## config.mk

```make
export PLATFORM = sky130hd
export DESIGN_NAME = riscy_core_gen2
export DESIGN_NICKNAME = d
export VERILOG_FILES = /design/src/rtl/riscy_core_gen2.sv
export SDC_FILE = /design/constraint.sdc
export NUM_CORES = 1
export LEC_CHECK = 0
export ABC_AREA = 1
export CORE_ASPECT_RATIO = 2
export CORE_UTILIZATION = 43
export DETAILED_ROUTE_END_ITERATION = 10
export GPL_ROUTABILITY_DRIVEN = 0
export PLACE_DENSITY = 0.73
export SYNTH_ARGS = -nofsm -noshare
export SYNTH_HDL_FRONTEND = slang
export SYNTH_SLANG_ARGS = --single-unit
```

## constraint.sdc

```tcl
create_clock -name CLK -period 3.8 [get_ports CLK]
set_input_delay 0.76 -clock CLK [delete_from_list [all_inputs] [get_ports CLK]]
set_output_delay 0.76 -clock CLK [all_outputs]
set_load 0.05 [all_outputs]
```

## src/rtl/riscy_core_gen2.sv

```systemverilog
// riscy_core_gen2: 4-phase RISC_Y core with A/B/ACC datapath, ALU flags, PC and split I/O channels.
// Optional build macro RISCY_PORT_STALL_EN adds PORT_VALID and stalls IN/OUT in EXECUTE until the channel is valid.
module riscy_core_gen2 #(
   parameter int DATA_W = 8,
   parameter int ADDR_W = 8,
   parameter int PORTS  = 2
) (
   input  logic                    CLK,
   input  logic                    RST,
   output logic [ADDR_W-1:0]       ROM_ADDR,
   input  logic [ADDR_W+4:0]       ROM_DATA,
   output logic [ADDR_W-1:0]       RAM_ADDR,
   input  logic [DATA_W-1:0]       RAM_RDATA,
   output logic [DATA_W-1:0]       RAM_WDATA,
   output logic                    RAM_WE,
   input  logic [PORTS*DATA_W-1:0] PORT_IN,
`ifdef RISCY_PORT_STALL_EN
   input  logic [PORTS-1:0]        PORT_VALID,
`endif
   output logic [PORTS*DATA_W-1:0] PORT_OUT,
   output logic [PORTS-1:0]        PORT_WR,
   output logic [1:0]              PHASE,
   output logic [3:0]              FLAGS,
   output logic                    HALTED
);
   localparam int SEL_W = (PORTS > 1) ? $clog2(PORTS) : 1;
   localparam logic [ADDR_W-1:0] PC_STEP = {{(ADDR_W-1){1'b0}}, 1'b1};

   localparam logic [3:0] OP_LDA = 4'h1, OP_LDB = 4'h2, OP_STO = 4'h3, OP_ADD = 4'h4;
   localparam logic [3:0] OP_SUB = 4'h5, OP_AND = 4'h6, OP_OR  = 4'h7, OP_XOR = 4'h8;
   localparam logic [3:0] OP_NOT = 4'h9, OP_JMP = 4'hA, OP_JZ  = 4'hB, OP_JC  = 4'hC;
   localparam logic [3:0] OP_IN  = 4'hD, OP_OUT = 4'hE, OP_HALT = 4'hF;

   typedef enum logic [1:0] {
      PH_FETCH     = 2'd0,
      PH_DECODE    = 2'd1,
      PH_EXECUTE   = 2'd2,
      PH_WRITEBACK = 2'd3
   } phase_t;

   phase_t                  phase_r, phase_nxt_s;
   logic [ADDR_W+4:0]       ir_r;
   logic [ADDR_W-1:0]       pc_r;
   logic [DATA_W-1:0]       a_r, b_r, acc_r;
   logic [3:0]              flags_r;
   logic [PORTS*DATA_W-1:0] port_out_r;
   logic [PORTS-1:0]        port_wr_r;
   logic                    ram_we_r, halted_r;

   logic [3:0]        opcode_s;
   logic              i_flag_s;
   logic [ADDR_W-1:0] operand_s;
   logic [SEL_W-1:0]  sel_s;
   logic              sel_ok_s, io_op_s, io_ready_s, stall_s, exec_s, jump_s;
   logic [DATA_W-1:0] opv_s, port_in_sel_s, alu_res_s;
   logic [DATA_W:0]   sum_s;
   logic              alu_cf_s, alu_of_s;

   assign opcode_s      = ir_r[ADDR_W+4:ADDR_W+1];
   assign i_flag_s      = ir_r[ADDR_W];
   assign operand_s     = ir_r[ADDR_W-1:0];
   assign sel_s         = operand_s[SEL_W-1:0];
   assign sel_ok_s      = (int'(sel_s) < PORTS);
   assign io_op_s       = (opcode_s == OP_IN) || (opcode_s == OP_OUT);
   assign opv_s         = i_flag_s ? operand_s[DATA_W-1:0] : RAM_RDATA;
   assign port_in_sel_s = PORT_IN[int'(sel_s)*DATA_W +: DATA_W];

`ifdef RISCY_PORT_STALL_EN
   assign io_ready_s = PORT_VALID[sel_s];
`else
   assign io_ready_s = 1'b1;
`endif

   // An I/O op on a valid channel without a ready handshake holds the core in EXECUTE
   assign stall_s = (phase_r == PH_EXECUTE) && io_op_s && sel_ok_s && !io_ready_s;
   assign exec_s  = (phase_r == PH_EXECUTE) && !stall_s;
   // Jump conditions see flags as left by EXECUTE, since WRITEBACK follows it
   assign jump_s  = (opcode_s == OP_JMP) || ((opcode_s == OP_JZ) && flags_r[1]) ||
                    ((opcode_s == OP_JC) && flags_r[0]);

   // ALU result, carry/borrow and signed overflow for opcodes 4-9
   always_comb begin
      sum_s     = {(DATA_W+1){1'b0}};
      alu_res_s = {DATA_W{1'b0}};
      alu_cf_s  = 1'b0;
      alu_of_s  = 1'b0;
      case (opcode_s)
         OP_ADD: begin
            sum_s     = {1'b0, a_r} + {1'b0, b_r};
            alu_res_s = sum_s[DATA_W-1:0];
            alu_cf_s  = sum_s[DATA_W];
            alu_of_s  = (a_r[DATA_W-1] == b_r[DATA_W-1]) && (alu_res_s[DATA_W-1] != a_r[DATA_W-1]);
         end
         OP_SUB: begin
            sum_s     = {1'b0, a_r} - {1'b0, b_r};
            alu_res_s = sum_s[DATA_W-1:0];
            alu_cf_s  = sum_s[DATA_W];
            alu_of_s  = (a_r[DATA_W-1] != b_r[DATA_W-1]) && (alu_res_s[DATA_W-1] != a_r[DATA_W-1]);
         end
         OP_AND:  alu_res_s = a_r & b_r;
         OP_OR:   alu_res_s = a_r | b_r;
         OP_XOR:  alu_res_s = a_r ^ b_r;
         OP_NOT:  alu_res_s = ~a_r;
         default: alu_res_s = {DATA_W{1'b0}};
      endcase
   end

   // Phase sequencing: one cycle per phase, stall in EXECUTE, park in WRITEBACK when halted
   always_comb begin
      phase_nxt_s = PH_FETCH;
      case (phase_r)
         PH_FETCH:     phase_nxt_s = PH_DECODE;
         PH_DECODE:    phase_nxt_s = PH_EXECUTE;
         PH_EXECUTE:   phase_nxt_s = stall_s ? PH_EXECUTE : PH_WRITEBACK;
         PH_WRITEBACK: phase_nxt_s = halted_r ? PH_WRITEBACK : PH_FETCH;
         default:      phase_nxt_s = PH_FETCH;
      endcase
   end

   // Phase state register
   always_ff @(posedge CLK) begin
      if (RST) phase_r <= PH_FETCH;
      else     phase_r <= phase_nxt_s;
   end

   // Datapath, PC and registered strobes
   always_ff @(posedge CLK) begin
      if (RST) begin
         pc_r       <= {ADDR_W{1'b0}};
         ir_r       <= {(ADDR_W+5){1'b0}};
         a_r        <= {DATA_W{1'b0}};
         b_r        <= {DATA_W{1'b0}};
         acc_r      <= {DATA_W{1'b0}};
         flags_r    <= 4'b0000;
         port_out_r <= {(PORTS*DATA_W){1'b0}};
         port_wr_r  <= {PORTS{1'b0}};
         ram_we_r   <= 1'b0;
         halted_r   <= 1'b0;
      end else begin
         ram_we_r  <= 1'b0;
         port_wr_r <= {PORTS{1'b0}};
         if (phase_r == PH_FETCH) ir_r <= ROM_DATA;
         if (exec_s) begin
            case (opcode_s)
               OP_LDA: a_r <= opv_s;
               OP_LDB: b_r <= opv_s;
               OP_STO: ram_we_r <= ~i_flag_s;
               OP_ADD, OP_SUB, OP_AND, OP_OR, OP_XOR, OP_NOT: begin
                  acc_r   <= alu_res_s;
                  flags_r <= {alu_of_s, alu_res_s[DATA_W-1],
                              (alu_res_s == {DATA_W{1'b0}}), alu_cf_s};
               end
               OP_IN:  if (sel_ok_s) a_r <= port_in_sel_s;
               OP_OUT: if (sel_ok_s) begin
                  port_out_r[int'(sel_s)*DATA_W +: DATA_W] <= acc_r;
                  port_wr_r[sel_s]                         <= 1'b1;
               end
               OP_HALT: halted_r <= 1'b1;
               default: ;
            endcase
         end
         if ((phase_r == PH_WRITEBACK) && !halted_r)
            pc_r <= jump_s ? operand_s : pc_r + PC_STEP;
      end
   end

   assign ROM_ADDR  = pc_r;
   assign RAM_ADDR  = operand_s;
   assign RAM_WDATA = acc_r;
   assign RAM_WE    = ram_we_r;
   assign PORT_OUT  = port_out_r;
   assign PORT_WR   = port_wr_r;
   assign PHASE     = phase_r;
   assign FLAGS     = flags_r;
   assign HALTED    = halted_r;
endmodule
```

==> results.yml <==
routing:
  detail_route.wl_per_cell_um: 14.5
  drtPass1Iterations: 5
  detail_route.wirelength_um: 12300
  avgViaCountPerCell: 5.23
  detailroute.via_count: 4436
  highest_layer: "met4"
  ant_nets: 0
  initial_drc_count: 283
  met3_length_um: 500
  met1Wirelength_um: 4360
  drt_drc_violations_left: 0
  met2WireLength_um: 6630
timing:
  hold_viol: 0
  timing.setup.tns_ps: 0
  slew_headroom_pct: 35.4
  whs_ps: 444
  worst_pin_slew_ps: 965
  grt_setup_unrepaired: "false"
  timing.fmax_mhz: 383
  layout_worst_path_cycle_share_pct: 68.7
  clock_skew_ps: 8.99
  finalSetupViolCount: 0
  finalMaxSlewViolations: 0
  min_period_ps: 2610
worst_setup_path:
  crit_path_leading_delay_family: "buffers and inverters"
  critPathMaxStageDelay_ps: 900
  critPathCaptureType: "primary output"
  reg2regPathDepth: 14
  cpMaxStageDelayCell: "sky130_fd_sc_hd__clkdlybuf4s50_1"
  crit-reg2reg-launch: "a_r[0]"
  timing.reg2reg.setup_slack_ps: 1480
  cp.arrival_ps: 1850
  worstSetupPathDepth: 1
  cp_data_required_time_ps: 3040
  critical_path.n_buffers_inverters: 1
  cp_cell_sequence: "clkdlybuf4s50_1"
  crit_fanout: 12
  setup.worst_path.start_class: "register"
  setup.worst_path.class: "register to primary output"
  rr_endpoint: "FLAGS[1]"
cts:
  total_of_hold_buffers_inserted_after_clock_tree_synthesis: 0
  cts.sinks: 70
  cts.clk_slew.worst_paths_ps: 60
  post_cts.resized_instances: 0
  clock_insertion_delay_at_the_later_pin_of_the_skew_report_ps: 330
  numCtsBuffers: 9
  ctsLongestPathBuffers: 2
  tritoncts: "built"
  htree_num_levels: 3
  cts_post_setup_buffers_inserted: 0
  ctsRootBufferMaster: "sky130_fd_sc_hd__clkbuf_16"
synth:
  synth-warning-count: 0
  main_combinational_cell_family_by_area_after_synthesis: "simple AND/OR/NAND/NOR gates"
  syn_nets: 707
  netlist_area_sq_um: 4240
  synth_compound_area_share_pct: 20.0
  xor_xnor_fraction_of_synth_area_pct: 1.03
  synth.distinct_cells: 31
  post_synthesis_share_of_cell_area_spent_on_and_or_nand_and_nor_gates_pct: 24.4
  synth_seq_cells: 70
  synth.area.mux_share_pct: 0
  synth.yosys.seq_area_share_pct: 33.0
  synthAdderAreaFrac_pct: 8.44
  syn_inst: 640
  avg_cell_area_syn_sq_um: 6.63
  most_used_dff_post_synth: "sky130_fd_sc_hd__dfxtp_1"
  synth_enable_flop_cells: 0
  async_flop_share_pct: 0
run:
  maxCapViolCount: 0
die:
  design.die.area_sq_um: 10300
  num_io_pins: 89
  die_w_um: 72.2
  die_height_um: 142
  placeable_core_region_sq_um: 9640
  rows: 51
  initial_utilization_pct: 44.0
worst_hold_path:
  hold_class: "register to register"
  min-delay-start: "PORT_OUT[2]"
  worstHoldEndpoint: "PORT_OUT[2]"
  worstHoldPathCells: 2
final_layout:
  post_route_cells_drive_above_1_share_pct: 4.61
  multi_input_comb_area_sq_um: 2280
  design.final.nets: 778
  layout.area.seq_sq_um: 1400
  n_antenna_cell: 0
  filler_cell_count: 914
  flow.area_growth_from_synthesis_pct: 28.4
power:
  power.static_leakage_nw: 2.32
  finalPower_mw: 2.01
  power.ir.vdd_worst_mv: 0.237
  cellPowerDensity_nw_per_um2: 369
status:
  status: "completed"
global_routing:
  antenna_found_initial: 0
  pin_count_of_the_biggest_net_entering_global_routing: 26
  global_route.overflow_total: 0
  grt_first_pass_wirelength_um: 20100
  grtUsageTotal_pct: 25.1
  number_of_global_route_vias_before_repair: 4436
placed_design:
  port_buffers: 88
  detailedPlacementHpwl_um: 9590
synth_stat cells, types with 7 or more instances:
cell type | count | area share [%]
sky130_fd_sc_hd__nand2_1 | 124 | 11
sky130_fd_sc_hd__inv_1 | 98 | 8.7
sky130_fd_sc_hd__dfxtp_1 | 70 | 33
sky130_fd_sc_hd__a21oi_1 | 67 | 7.9
sky130_fd_sc_hd__o21ai_0 | 67 | 7.9
sky130_fd_sc_hd__nand3_1 | 52 | 6.1
sky130_fd_sc_hd__nor2_1 | 51 | 4.5
sky130_fd_sc_hd__ha_1 | 27 | 8.0
sky130_fd_sc_hd__clkbuf_1 | 15 | 1.3
sky130_fd_sc_hd__buf_4 | 10 | 1.8
sky130_fd_sc_hd__a31oi_1 | 7 | 1.0
sky130_fd_sc_hd__o22ai_1 | 7 | 1.0
metal layers:
metal / global-route usage [%] / vias to the layer above
met4: 19.7 / 0
li1: - / 2206
met3: 3.12 / 50
met2: 46.2 / 166
met5: 0 / -
met1: 24.1 / 2014
layout make-up:
type	count	share of cell area, %
Sequential cell	70	25.7
Tap cell	132	3.03
Multi-Input combinational cell	435	41.9
Clock buffer	9	4.13
Clock inverter	7	1.45
Inverter	104	7.17
Timing Repair Buffer	91	16.6
registers in the layout (all words and copies together) (netlist names):
name       cells
RAM_WE         1
b_r            8
ROM_ADDR       8
PORT_WR        2
RAM_WDATA      7
HALTED         1
PHASE          2
a_r            8
PORT_OUT      16
ir_r          13
FLAGS          4
metrics by stage:
step                util (%)  instance area (sq um)  setup WS (ps)  cells
floorplan                  -                   4240           1910    640
global placement        53.4                   5140           1540    832
detailed placement      53.4                   5140           1440    832
CTS                     56.5                   5450           1180    848
global route            56.5                   5450           1150    848
finish                  56.5                   5450           1190    848
how the worst max path moves through the flow:
stage	end	from	slack, ps
2_1_floorplan	FLAGS[1]	a_r[0]	1910
3_3_place_gp	ROM_ADDR[3]	RST	1540
3_5_place_dp	ROM_ADDR[3]	RST	1440
4_1_cts	RAM_ADDR[0]	ir_r[0]	1180
5_1_grt	RAM_ADDR[0]	ir_r[0]	1150
6_report	RAM_ADDR[0]	ir_r[0]	1190
cell families (layout without fill, tap and decap cells):
| family | Yosys count | in the layout |
|---|---|---|
| and+or+nand+nor | 242 | 242 |
| AOI/OAI and AO/OA | 160 | 160 |
| buffers and inverters | 135 | 211 |
| DFF | 70 | 70 |
| adders and majority gates | 28 | 28 |
| xor gates and xnor gates | 5 | 5 |
cell usage in the layout (no fill, tap or decap), types with 3 or more instances in the layout:
cell,count
sky130_fd_sc_hd__nand2_2,3
sky130_fd_sc_hd__nor2_1,51
sky130_fd_sc_hd__dfxtp_1,70
sky130_fd_sc_hd__o21ai_0,67
sky130_fd_sc_hd__clkbuf_16,9
sky130_fd_sc_hd__inv_2,6
sky130_fd_sc_hd__nand4_1,5
sky130_fd_sc_hd__nand3_1,52
sky130_fd_sc_hd__a31oi_1,7
sky130_fd_sc_hd__inv_6,3
sky130_fd_sc_hd__nand2_1,124
sky130_fd_sc_hd__inv_1,98
sky130_fd_sc_hd__a21oi_1,67
sky130_fd_sc_hd__o211ai_1,6
sky130_fd_sc_hd__clkdlybuf4s50_1,88
sky130_fd_sc_hd__o22ai_1,7
sky130_fd_sc_hd__xor2_1,4
sky130_fd_sc_hd__buf_4,3
sky130_fd_sc_hd__ha_1,27
where the power goes:
group	switching, mW	internal, mW	leakage (nW)
Clock	0.342	0.516	0.151
Combinational	0.230	0.123	1.60
Sequential	0.0359	0.761	0.569
No activity file was read; power rests on OpenSTA's default activity.
